## src/rtl/multicycle_ctrl.sv

```systemverilog
// rtl/multicycle_ctrl.sv - multicycle CPU control FSM
// Sequences fetch/decode/exec/mem/writeback from decoded flags and counts retires and memory stalls.
module multicycle_ctrl (
    input  logic        clk,
    input  logic        rst,
    input  logic        dec_valid,
    input  logic        dec_memread,
    input  logic        dec_memwrite,
    input  logic        dec_jump,
    input  logic        dec_isjal,
    input  logic        dec_branch,
    input  logic        dec_regwrite,
    input  logic        dec_jr,
    input  logic        dec_halt,
    input  logic        branch_taken,
    input  logic        imem_ready,
    input  logic        dmem_ready,
    output logic        imem_req,
    output logic        ir_load,
    output logic        pc_we,
    output logic [1:0]  pc_src,
    output logic        rf_we,
    output logic        dmem_req,
    output logic        dmem_we,
    output logic [2:0]  state,
    output logic        halted,
    output logic        illegal,
    output logic [31:0] instr_count,
    output logic [15:0] wait_count
);

    typedef enum logic [2:0] {
        S_FETCH  = 3'd0,
        S_DECODE = 3'd1,
        S_EXEC   = 3'd2,
        S_MEM    = 3'd3,
        S_WB     = 3'd4,
        S_HALT   = 3'd5
    } state_t;

    localparam logic [1:0] PC_SEQ    = 2'b00;
    localparam logic [1:0] PC_BRANCH = 2'b01;
    localparam logic [1:0] PC_JUMP   = 2'b10;
    localparam logic [1:0] PC_RS     = 2'b11;

    state_t state_q;
    state_t state_d;
    logic   retire;
    logic   set_illegal;
    logic   wait_event;

    always_ff @(posedge clk) begin
        if (rst) begin
            state_q <= S_FETCH;
        end else begin
            state_q <= state_d;
        end
    end

    always_comb begin
        state_d     = state_q;
        imem_req    = 1'b0;
        ir_load     = 1'b0;
        pc_we       = 1'b0;
        pc_src      = PC_SEQ;
        rf_we       = 1'b0;
        dmem_req    = 1'b0;
        dmem_we     = 1'b0;
        retire      = 1'b0;
        set_illegal = 1'b0;

        case (state_q)
            S_FETCH: begin
                imem_req = 1'b1;
                if (imem_ready) begin
                    ir_load = 1'b1;
                    state_d = S_DECODE;
                end
            end
            S_DECODE: begin
                if (!dec_valid) begin
                    set_illegal = 1'b1;
                    state_d     = S_HALT;
                end else if (dec_halt) begin
                    state_d = S_HALT;
                end else if (dec_jump) begin
                    pc_we   = 1'b1;
                    pc_src  = PC_JUMP;
                    rf_we   = dec_isjal;
                    retire  = 1'b1;
                    state_d = S_FETCH;
                end else begin
                    state_d = S_EXEC;
                end
            end
            S_EXEC: begin
                if (dec_branch) begin
                    pc_we   = 1'b1;
                    pc_src  = branch_taken ? PC_BRANCH : PC_SEQ;
                    retire  = 1'b1;
                    state_d = S_FETCH;
                end else if (dec_jr) begin
                    pc_we   = 1'b1;
                    pc_src  = PC_RS;
                    retire  = 1'b1;
                    state_d = S_FETCH;
                end else if (dec_memread || dec_memwrite) begin
                    state_d = S_MEM;
                end else begin
                    state_d = S_WB;
                end
            end
            S_MEM: begin
                dmem_req = 1'b1;
                dmem_we  = dec_memwrite;
                if (dmem_ready) begin
                    // Stores finish here; loads still need writeback.
                    if (dec_memwrite) begin
                        pc_we   = 1'b1;
                        pc_src  = PC_SEQ;
                        retire  = 1'b1;
                        state_d = S_FETCH;
                    end else begin
                        state_d = S_WB;
                    end
                end
            end
            S_WB: begin
                rf_we   = dec_regwrite;
                pc_we   = 1'b1;
                pc_src  = PC_SEQ;
                retire  = 1'b1;
                state_d = S_FETCH;
            end
            S_HALT: begin
                state_d = S_HALT;
            end
            default: begin
                set_illegal = 1'b1;
                state_d     = S_HALT;
            end
        endcase

        // Reset abandons whatever is in flight, including a pending memory access.
        if (rst) begin
            imem_req    = 1'b0;
            ir_load     = 1'b0;
            pc_we       = 1'b0;
            pc_src      = PC_SEQ;
            rf_we       = 1'b0;
            dmem_req    = 1'b0;
            dmem_we     = 1'b0;
            retire      = 1'b0;
            set_illegal = 1'b0;
        end
    end

    assign wait_event = (imem_req & ~imem_ready) | (dmem_req & ~dmem_ready);
    assign state      = state_q;

    always_ff @(posedge clk) begin
        if (rst) begin
            halted      <= 1'b0;
            illegal     <= 1'b0;
            instr_count <= 32'd0;
            wait_count  <= 16'd0;
        end else begin
            if (state_d == S_HALT) begin
                halted <= 1'b1;
            end
            if (set_illegal) begin
                illegal <= 1'b1;
            end
            if (retire) begin
                instr_count <= instr_count + 32'd1;
            end
            if (wait_event && (wait_count != 16'hFFFF)) begin
                wait_count <= wait_count + 16'd1;
            end
        end
    end

endmodule
```

## config.mk

```make
export PLATFORM = sky130hd
export DESIGN_NAME = multicycle_ctrl
export DESIGN_NICKNAME = d
export VERILOG_FILES = /design/src/rtl/multicycle_ctrl.sv
export SDC_FILE = /design/constraint.sdc
export NUM_CORES = 1
export LEC_CHECK = 0
export CORE_ASPECT_RATIO = 1.2
export CORE_UTILIZATION = 39
export CTS_CLUSTER_SIZE = 8
export DETAILED_ROUTE_END_ITERATION = 16
export MAX_ROUTING_LAYER = met4
export PLACE_DENSITY_LB_ADDON = 0.2
export SYNTH_ARGS = -nofsm -noshare
export SYNTH_HDL_FRONTEND = slang
export SYNTH_SLANG_ARGS = --single-unit
```

## constraint.sdc

```tcl
create_clock -name clk -period 2.5 [get_ports clk]
set_input_delay 0.5 -clock clk [delete_from_list [all_inputs] [get_ports clk]]
set_output_delay 0.5 -clock clk [all_outputs]
set_load 0.01 [all_outputs]
```

==> impl_metrics.tcl <==
set metrics [dict create \
    async_reset_ff_share_pct 0 \
    crit_chain "clkdlybuf4s50_1 > o21ai_1 > mux2i_1 > a221oi_4 > nor2_1 > dlygate4sd2_1" \
    grt_pass1_vias 2633 \
    row_count 33 \
    yosysSeqAreaShare_pct 38.2 \
    postPlaceCellArea_mm2 0.00371 \
    start_util_pct 40.5 \
    grt.total_usage_pct 20.4 \
    setup_slack_ns 0.0925 \
    fill_cells 679 \
    synth_edf_count 0 \
    synth_seq_cells 53 \
    grt_max_degree 34 \
    fin_nets 433 \
    endpoint_kind "output pin" \
    path_clk_slew_ns 0.10 \
    wl_mm 7.21 \
    finalMaxSlewViolations 0 \
    wire_per_inst_um 14.3 \
    max_stage_delay_ns 0.42 \
    antenna_left 0 \
    clock_latency_ns 0.31 \
    post-route-period-util_pct 96.3 \
    power_density_mw_per_mm2 433 \
    period_minus_slack_ns 2.41 \
    drt_iter0_drc 136 \
    ioPinCount 75 \
    clk_path_buf_depth 2 \
    core-area_mm2 0.00685 \
    status "finished clean" \
    finClkSkew_ns 0.0118 \
    io_buffers 74 \
    regArea_mm2 0.00106 \
    final_hold_viol_count 0 \
    antenna_cells 0 \
    cts_tree "yes" \
    finish.instance_area_mm2 0.00384 \
    clock-root-buffer "clkbuf_8" \
    startpoint_type "primary input" \
    antenna_found_initial 0 \
    reg2reg_from "instr_count[1]$_SDFFE_PP0P_" \
    critical_path_class "primary input to output pin" \
    hold_class "register to register" \
    grt-ovfl-total 0 \
    cp.arrival_ns 1.91 \
    syn_area_per_cell_um2 8.25 \
    crit_start "dec_jr" \
    ir_worst_vdd_mv 0.249 \
    tritoncts.num_buffers 5 \
    path_buf_inv 2 \
    die-area_mm2 0.00747 \
    multi_input_area_mm2 0.00164 \
    crit_fanout 2 \
    tightest_slew_ns 0.523 \
    die_w_um 79.1 \
    hpwlAfterDp_mm 5.05 \
    htree_num_levels 2 \
    path_delay_family "buffers and inverters" \
    synthCells 337 \
    die_h_um 94.5 \
    place_congestion 0.797 \
    ys.flop_type "dfxtp_1" \
    hold_path_startpoint "halted$_SDFFE_PP0N_" \
    max_freq_mhz 415 \
    slowest_stage "clkdlybuf4s50_1" \
    area_delta_synth_final_pct 38.4 \
    relSlewSlack_pct 64.9 \
    synth_cell_types 43 \
    vias 2908 \
    p_leak_nw 1.22 \
    yosys_warnings 0 \
    syn_nets 353 \
    finalSetupTns_ns 0 \
    postLayoutCoreUtil_pct 56.1 \
    worstPathRequired_ns 2.00 \
    drt_pass1_iterations 4 \
    drive_gt1_share_pct 10.3 \
    grt_pass1_wl_mm 12.0 \
    rsz0062_at_grt "false" \
    drv_cap 0 \
    viasPerCell 5.76 \
    place_ws_ns -0.156 \
    setup_violations 0 \
    clock_sinks 53 \
    synthesis.area_mm2 0.00278 \
    remaining_drc_errors 0 \
]
[cell type report]
| cell class | instances | share of cell area [%] |
|---|---|---|
| clock buffer | 5 | 1.79 |
| multi-input combinational | 259 | 42.8 |
| timing repair buffer | 92 | 23.2 |
| inverter | 6 | 0.586 |
| tap | 87 | 2.83 |
| sequential | 53 | 27.7 |
| clock inverter | 3 | 1.20 |
[cell families after synthesis]
kind of cell | count (synthesis) | synth area share, %
AO/OA/AOI/OAI | 90 | 20.1
buffers and inverters | 25 | 3.74
XOR/XNOR | 8 | 2.52
multiplexers | 5 | 1.85
flip-flops | 53 | 38.2
adder cells (fa/ha/maj) | 2 | 0.900
AND/OR/NAND/NOR | 154 | 32.7
[cells in the final DEF (no fill, tap or decap), types with 12 or more instances in the layout]
master | netlist | final
clkdlybuf4s50_1 | 0 | 69
o21ai_0 | 13 | 12
a21oi_1 | 39 | 39
o31ai_1 | 24 | 24
or4_1 | 25 | 25
nand3_1 | 20 | 20
dfxtp_1 | 53 | 51
nor2_1 | 22 | 22
buf_4 | 0 | 16
or3_1 | 16 | 16
nand2_1 | 16 | 16
[worst paths after layout]
check        slack [ns]  depth (start not counted)                           end
min reg2reg        0.46                          2           halted$_SDFFE_PP0N_
max                0.09                          6                         pc_we
min                0.46                          2           halted$_SDFFE_PP0N_
max reg2reg        0.30                          6  instr_count[20]$_SDFFE_PP0P_
[stage by stage]
step | power [mW] | hold WS (ns) | instances
after floorplan | 0.977 | 0.470 | 337
after global placement | 1.08 | 0.440 | 497
after detailed placement | 1.08 | 0.445 | 497
after CTS | 1.68 | 0.463 | 505
after global routing | 1.74 | 0.481 | 505
final | 1.66 | 0.458 | 505
[state kept, by name (all words and copies together), names as in the netlist]
name / cells
state: 3
instr_count: 32
halted: 1
illegal: 1
wait_count: 16
[cell usage after synthesis, types with 2 or more instances]
library cell,instances,area share (%)
a211oi_1,2,0.54
a21oi_1,39,7.0
a31oi_1,3,0.68
and2_1,4,0.90
and3_1,8,1.8
and4_1,3,0.95
buf_2,8,1.4
clkbuf_1,10,1.4
dfxtp_1,53,38
ha_1,2,0.90
inv_1,6,0.81
mux2i_1,4,1.4
nand2_1,16,2.2
nand2b_1,2,0.45
nand3_1,20,3.6
nand3b_1,5,1.4
nand4_1,9,2.0
nand4_2,2,0.90
nor2_1,22,3.0
nor2b_1,3,0.68
nor3_1,6,1.1
nor4_1,7,1.6
o211ai_1,2,0.54
o21ai_0,13,2.3
o31ai_1,24,6.5
or2_2,2,0.45
or3_1,16,3.6
or4_1,25,6.8
xnor2_1,5,1.6
xor2_1,3,0.95
[timing repair]
action                                  CTS  global route
resized for setup                         8             4
setup buffers                             0             0
pin swaps                                 1             1
hold buffers                              0             0
endpoints found under the setup margin    5             3
[tightest hold or removal path, delay by kind of cell (launching register included)]
family	cells	cell delay, ns
flip-flops	1	0.32
buffers and inverters	1	0.05
AO/OA/AOI/OAI	1	0.05
[metal layers]
metal	track usage (%)	vias up	part of all wire [%]
met3	3.38	5	3.8
li1	-	1460	-
met5	-	-	0
met2	35.6	57	50
met1	24.5	1386	46
met4	4.70	0	0.87
[power breakdown]
group | total [mW] | internal, mW | switching [mW]
clock | 0.601 | 0.300 | 0.300
sequential | 0.865 | 0.855 | 0.0104
combinational | 0.198 | 0.0967 | 0.101
Power figures use the tool's default switching activity.
